## config.mk

```make
export PLATFORM = sky130hd
export DESIGN_NAME = lector_instrucciones_flat
export DESIGN_NICKNAME = d
export VERILOG_FILES = /design/src/rtl/lector_instrucciones_if.sv /design/src/rtl/lector_instrucciones.sv /design/src/flat_wrapper.sv
export SDC_FILE = /design/constraint.sdc
export NUM_CORES = 1
export LEC_CHECK = 0
export ABC_AREA = 1
export CELL_PAD_IN_SITES_DETAIL_PLACEMENT = 0
export CELL_PAD_IN_SITES_GLOBAL_PLACEMENT = 1
export CORE_UTILIZATION = 30
export CTS_BUF_LIST = sky130_fd_sc_hd__clkbuf_16
export CTS_CLUSTER_DIAMETER = 40
export CTS_CLUSTER_SIZE = 16
export DETAILED_ROUTE_END_ITERATION = 7
export GPL_TIMING_DRIVEN = 0
export PLACE_DENSITY_LB_ADDON = 0.25
export SLEW_MARGIN = 0
export SYNTH_ARGS = -nofsm -noshare
export SYNTH_HDL_FRONTEND = slang
export SYNTH_SLANG_ARGS = --single-unit
```

## constraint.sdc

```tcl
create_clock -name clk -period 1.4 [get_ports clk]
set_clock_uncertainty 0.2 [all_clocks]
set_input_delay 0.21 -clock clk [delete_from_list [all_inputs] [get_ports clk]]
set_output_delay 0.21 -clock clk [all_outputs]
set_load 0.01 [all_outputs]
```

## src/rtl/lector_instrucciones_if.sv

```systemverilog
// Half-word instruction memory bus between the fetch unit and a 16-bit
// instruction memory.
//   mem_leer       : one-cycle read strobe (fetch unit -> memory)
//   mem_direccion  : half-word address {word_addr, half_bit}
//   mem_dato       : read data, valid while mem_valido=1 (memory -> fetch unit)
//   mem_valido     : read-data valid strobe
// Modports: master = fetch unit, slave = memory.
interface lector_instrucciones_if #(
    parameter int ANCHO_DIR = 14
);
    logic                 mem_leer;
    logic [ANCHO_DIR:0]   mem_direccion;
    logic [15:0]          mem_dato;
    logic                 mem_valido;

    modport master (
        output mem_leer,
        output mem_direccion,
        input  mem_dato,
        input  mem_valido
    );

    modport slave (
        input  mem_leer,
        input  mem_direccion,
        output mem_dato,
        output mem_valido
    );
endinterface

```

## src/rtl/lector_instrucciones.sv

```systemverilog
// Instruction fetcher: reads a 32-bit instruction as two 16-bit half-words
// (low half first) from a half-word memory and presents it to the core.
// Ports:
//   clk, reset                : clock, synchronous active-low reset
//   leer_siguiente_inst       : fetch request, only sampled when idle
//   direccion_siguiente_inst  : word address captured with the request
//   lectura_completada        : one-cycle pulse, instruccion_actual updated
//   instruccion_actual        : last fetched instruction (0 after a timeout)
//   ocupado                   : high whenever a fetch is in progress
//   error_lectura             : sticky timeout flag, cleared by next request
//   mem                       : memory bus (master side)
//
// state        | meaning
// REPOSO       | idle, waiting for a fetch request
// PEDIR_BAJA   | strobe read of low half-word {dir,0}
// ESPERAR_BAJA | wait for low half-word data (bounded)
// PEDIR_ALTA   | strobe read of high half-word {dir,1}
// ESPERAR_ALTA | wait for high half-word data (bounded)
// ENTREGAR     | instruction valid, completion pulse
module lector_instrucciones #(
    parameter int ANCHO_DIR     = 14,
    parameter int TIEMPO_ESPERA = 255
) (
    input  logic                     clk,
    input  logic                     reset,
    input  logic                     leer_siguiente_inst,
    input  logic [ANCHO_DIR-1:0]     direccion_siguiente_inst,
    output logic                     lectura_completada,
    output logic [31:0]              instruccion_actual,
    output logic                     ocupado,
    output logic                     error_lectura,
    lector_instrucciones_if.master   mem
);

    typedef enum logic [2:0] {
        REPOSO,
        PEDIR_BAJA,
        ESPERAR_BAJA,
        PEDIR_ALTA,
        ESPERAR_ALTA,
        ENTREGAR
    } estado_t;

    // Last wait-counter value before giving up: allows TIEMPO_ESPERA wait cycles.
    localparam logic [7:0] ESPERA_FIN = 8'(TIEMPO_ESPERA - 1);

    estado_t              estado_q, estado_d;
    logic [ANCHO_DIR-1:0] dir_q, dir_d;
    logic [15:0]          baja_q, baja_d;
    logic [31:0]          instr_q, instr_d;
    logic                 error_q, error_d;
    logic [7:0]           espera_q, espera_d;

    always_ff @(posedge clk) begin
        if (!reset) begin
            estado_q <= REPOSO;
            dir_q    <= '0;
            baja_q   <= '0;
            instr_q  <= '0;
            error_q  <= 1'b0;
            espera_q <= '0;
        end else begin
            estado_q <= estado_d;
            dir_q    <= dir_d;
            baja_q   <= baja_d;
            instr_q  <= instr_d;
            error_q  <= error_d;
            espera_q <= espera_d;
        end
    end

    always_comb begin
        estado_d           = estado_q;
        dir_d              = dir_q;
        baja_d             = baja_q;
        instr_d            = instr_q;
        error_d            = error_q;
        espera_d           = espera_q;
        mem.mem_leer       = 1'b0;
        mem.mem_direccion  = '0;
        lectura_completada = 1'b0;

        case (estado_q)
            REPOSO: begin
                espera_d = '0;
                if (leer_siguiente_inst) begin
                    dir_d    = direccion_siguiente_inst;
                    error_d  = 1'b0;
                    estado_d = PEDIR_BAJA;
                end
            end

            PEDIR_BAJA: begin
                mem.mem_leer      = 1'b1;
                mem.mem_direccion = {dir_q, 1'b0};
                espera_d          = '0;
                estado_d          = ESPERAR_BAJA;
            end

            ESPERAR_BAJA: begin
                mem.mem_direccion = {dir_q, 1'b0};
                if (mem.mem_valido) begin
                    baja_d   = mem.mem_dato;
                    estado_d = PEDIR_ALTA;
                end else if (espera_q == ESPERA_FIN) begin
                    // Timeout: skip the high half and deliver a zero word.
                    error_d  = 1'b1;
                    instr_d  = '0;
                    estado_d = ENTREGAR;
                end else begin
                    espera_d = espera_q + 8'd1;
                end
            end

            PEDIR_ALTA: begin
                mem.mem_leer      = 1'b1;
                mem.mem_direccion = {dir_q, 1'b1};
                espera_d          = '0;
                estado_d          = ESPERAR_ALTA;
            end

            ESPERAR_ALTA: begin
                mem.mem_direccion = {dir_q, 1'b1};
                if (mem.mem_valido) begin
                    // Loaded on entry so the word is valid during the pulse.
                    instr_d  = {mem.mem_dato, baja_q};
                    estado_d = ENTREGAR;
                end else if (espera_q == ESPERA_FIN) begin
                    error_d  = 1'b1;
                    instr_d  = '0;
                    estado_d = ENTREGAR;
                end else begin
                    espera_d = espera_q + 8'd1;
                end
            end

            ENTREGAR: begin
                lectura_completada = 1'b1;
                estado_d           = REPOSO;
            end

            default: begin
                estado_d = REPOSO;
            end
        endcase
    end

    assign instruccion_actual = instr_q;
    assign error_lectura      = error_q;
    assign ocupado            = (estado_q != REPOSO);

endmodule
```

## src/flat_wrapper.sv

```systemverilog
// flat-port wrapper written by rule: the top's interface ports become plain ports
module lector_instrucciones_flat 
#(
    parameter int ANCHO_DIR     = 14,
    parameter int TIEMPO_ESPERA = 255
)
  (clk, reset, leer_siguiente_inst, direccion_siguiente_inst, lectura_completada, instruccion_actual, ocupado, error_lectura, mem_mem_leer, mem_mem_direccion, mem_mem_dato, mem_mem_valido);
  lector_instrucciones_if #(.ANCHO_DIR(ANCHO_DIR)) mem_i ();
  input  logic clk;
  input  logic reset;
  input  logic leer_siguiente_inst;
  input  logic [ANCHO_DIR-1:0] direccion_siguiente_inst;
  output logic lectura_completada;
  output logic [31:0] instruccion_actual;
  output logic ocupado;
  output logic error_lectura;
  output wire logic [$bits(mem_i.mem_leer)-1:0] mem_mem_leer;
  output wire logic [$bits(mem_i.mem_direccion)-1:0] mem_mem_direccion;
  input wire logic [$bits(mem_i.mem_dato)-1:0] mem_mem_dato;
  input wire logic [$bits(mem_i.mem_valido)-1:0] mem_mem_valido;
  assign mem_mem_leer = mem_i.mem_leer;
  assign mem_mem_direccion = mem_i.mem_direccion;
  assign mem_i.mem_dato = mem_mem_dato;
  assign mem_i.mem_valido = mem_mem_valido;
  lector_instrucciones #(.ANCHO_DIR(ANCHO_DIR), .TIEMPO_ESPERA(TIEMPO_ESPERA)) u_core (.clk(clk), .reset(reset), .leer_siguiente_inst(leer_siguiente_inst), .direccion_siguiente_inst(direccion_siguiente_inst), .lectura_completada(lectura_completada), .instruccion_actual(instruccion_actual), .ocupado(ocupado), .error_lectura(error_lectura), .mem(mem_i));
endmodule
```

==> metrics.csv, run 1 <==
metric;value;unit
cp.required;0.99;ns
cts_sinks;74;
drt-vias-per-instance;4.55;
critPathSlowestCell;dfxtp_4;
combPwrFrac;0.266;
rsz0062_at_grt;true;
drt-total-wl;9200;microns
fmax;0.507;GHz
overflow;0;
critPathKind;register to output pin;
dr_total_vias;3097;
max_stage_delay;0.40;ns
dieArea;0.0104;sq mm
grt_max_degree;14;
layout-drive-gt1-share;0.367;
p_int;0.00445;W
yosysMostFrequentCell;nand2_1;
crit_chain;inv_6, nor3_4, inv_1, nand2_2, nor2_4, buf_12, buf_16, nor2_4, buf_6;
core-area;0.00973;sq mm
cp_top_family;buffers and inverters;
rows;36;
ys_seq_elements;74;
hold_viol;0;
drt_first_pass_iters;4;
yosysSeqAreaShare;0.493;
status;finished, violations left;
pin_count;85;
dp.cells;631;
syn-num-nets;450;
worstSetupEndpointType;output pin;
crit_path_max_fanout;5;
area_delta_synth_final;75.6;%
drv_cap;0;
finalCritPeriodShare;1.41;
ys_warn_count;0;
setup_viol;87;
tns;-21.93;ns
pwr-share-clk;0.363;
grt_util_all_layers;0.182;
p_per_area;1180;mW/mm^2
slew_violations;0;
clk_latency;0.33;ns
antenna_found_initial;0;
clk_pin_slew;0.06;ns
synth_top_area_share;0.493;
p_seq_frac;0.370;
die_x;102;microns
port-buffer-count;84;
syn-cell-area;0.00301;sq mm
arrival;1.56;ns
p_leak;2.13;nW
drc_errors;0;
synthArstFlopShare;0;
worst_pin_slew;0.599;ns
ys_types;25;
wl_per_cell;13.5;microns
crit_top_cell;nor2_4;
cp-start-kind;register;
drtAntennaViolNets;0;
synth_common_cells;nand2_1, dfxtp_1, nor2_1, a21oi_1, inv_1;
gp_routability_congestion;0.822;
initial_core_util;0.309;
grt_pass1_vias;2968;
finalWorstSetupSlack;-0.572;ns
switchingPower;0.00180;W
violations;setup timing;
synthFlopType;dfxtp_1;
dp_hpwl;5990;microns
timing.final.crit_period;1.97;ns
grt_first_pass_wirelength;14500;microns
relSlewSlack;0.601;
avgSynthCellArea;7.26;sq um
min_path_type;register to register;
swShare;0.288;
fin_nets;578;
synth_edf_count;0;
fp.dieH;102;microns
fin_util;0.543;
crit_buf_inv;5;
ir_worst_vdd;0.697;mV
htree_num_levels;3;
antenna_cells;0;
cts_buffers;9;
drt-initial-drc-count;77;
cts_tree;done;
synthCells;414;
synth_area_leaders;dfxtp_1, nand2_1, a21oi_1;
finalNonFillerCells;680;
cts-root-buf;clkbuf_16;
synth_top_area_cell;dfxtp_1;
clockBufferDepth;2;
## layout by cell type, fill, tap and decap left out, drive strengths merged
cell type      instances
buf                   58
o21ai                 32
clkbuf                21
inv                   37
dlygate4sd2           30
ha                     2
clkdlybuf4s50         32
xor2                   1
clkinv                 2
clkdlybuf4s15          3
nor2                  68
a21oi                 56
nor3                   4
dlymetal6s2s           1
nand2                105
clkinvlp               2
or2                    1
nand3                 15
xnor2                  1
dfxtp                 74
nand4                  1
bufinv                 1
## metrics by stage
step	total power [W]	area (sq um)	hold slack [ns]	setup WS (ns)
2_1_floorplan	0.00294	3130	0.148	-0.0598
3_3_place_gp	0.00333	4140	0.240	-0.647
3_5_place_dp	0.00334	4140	0.242	-0.649
4_1_cts	0.00610	4910	0.247	-0.581
5_1_grt	0.00654	5280	0.273	-0.648
6_report	0.00625	5280	0.244	-0.572
## repair_timing
action | 4_1_cts | 5_1_grt
setup buffers | 21 | 9
pin swaps | 12 | 16
hold endpoints to repair | 0 | 0
resized for setup | 226 | 85
endpoints found under the setup margin | 120 | 95
cloned | 6 | 1
hold buffers | 0 | 0
## flip-flops by register name, summed over array words and instances (netlist names)
signal and flops:
u_core.instruccion_actual 32, u_core.dir_q 14, u_core.error_lectura 1, u_core.espera_q 8, u_core.estado_q 3, u_core.baja_q 16
## cell families (layout without fill, tap and decap cells)
logic type      count (synthesis)  after routing  share of synthesized area
simple gates                  194            194                      0.271
compound gates                 88             88                      0.146
flops                          74             74                      0.493
buf+inv                        54            187                     0.0757
fa+ha+maj                       2              2                    0.00832
xor+xnor                        2              2                    0.00583
## worst min-delay path, cell delays in order (launching register included)
cell,delay (ns)
dfxtp_1,0.31
inv_1,0.05
a21oi_1,0.05
## cell type report
class                           instances  area, sq um
Sequential cell                        74         1500
Buffer                                 19          171
Clock inverter                          7         67.6
Tap cell                              133          166
Timing Repair Buffer                  117         1170
Inverter                               35          149
Multi-Input combinational cell        286         1830
Fill cell                             947         4450
Clock buffer                            9          225
## power by group through the flow
stage | Clock, W | Sequential, W | Combinational, W
floorplan | 0 | 0.00234 | 0.000601
global placement | 0 | 0.00235 | 0.000981
detailed placement | 0 | 0.00235 | 0.000990
CTS | 0.00231 | 0.00231 | 0.00148
global route | 0.00242 | 0.00233 | 0.00179
finish | 0.00227 | 0.00232 | 0.00167
## path summary, 6_finish.rpt
path / start / end / slack (ns) / depth (start not counted)
worst min-delay path: u_core.error_lectura / u_core.error_lectura / 0.24 / 2
worst max register to register: u_core.estado_q[1] / u_core.instruccion_actual[6] / -0.28 / 8
worst max-delay path: u_core.estado_q[0] / mem_mem_direccion[11] / -0.57 / 9
worst min register to register: u_core.error_lectura / u_core.error_lectura / 0.24 / 2
## routing by layer
| metal | share of wire | vias to the layer above | routed length [microns] | global-route usage |
|---|---|---|---|---|
| met1 | 0.46 | 1449 | 4190 | 0.237 |
| met2 | 0.50 | 62 | 4590 | 0.306 |
| met4 | 0.0087 | 0 | 80 | 0.0571 |
| li1 | - | 1579 | - | - |
| met3 | 0.038 | 7 | 347 | 0.0321 |
| met5 | 0 | - | 0 | 0 |
Note: power is estimated with default switching activity, not from simulation.
==> run 2: changes to the inputs <==
--- a/config.mk
+++ b/config.mk
@@ -15,7 +15,6 @@
 export DETAILED_ROUTE_END_ITERATION = 7
 export GPL_TIMING_DRIVEN = 0
 export PLACE_DENSITY_LB_ADDON = 0.25
-export SLEW_MARGIN = 0
 export SYNTH_ARGS = -nofsm -noshare
 export SYNTH_HDL_FRONTEND = slang
 export SYNTH_SLANG_ARGS = --single-unit
==> results of run 2 <==
The final DEF is identical to that of run 1; final timing and power are the same.
==> run 3: changes to the inputs <==
--- a/config.mk
+++ b/config.mk
@@ -15,6 +15,7 @@
 export DETAILED_ROUTE_END_ITERATION = 7
 export GPL_TIMING_DRIVEN = 0
 export PLACE_DENSITY_LB_ADDON = 0.25
+export SLEW_MARGIN = 20
 export SYNTH_ARGS = -nofsm -noshare
 export SYNTH_HDL_FRONTEND = slang
 export SYNTH_SLANG_ARGS = --single-unit
==> results of run 3 <==
The final DEF is identical to that of run 1; final timing and power are the same.
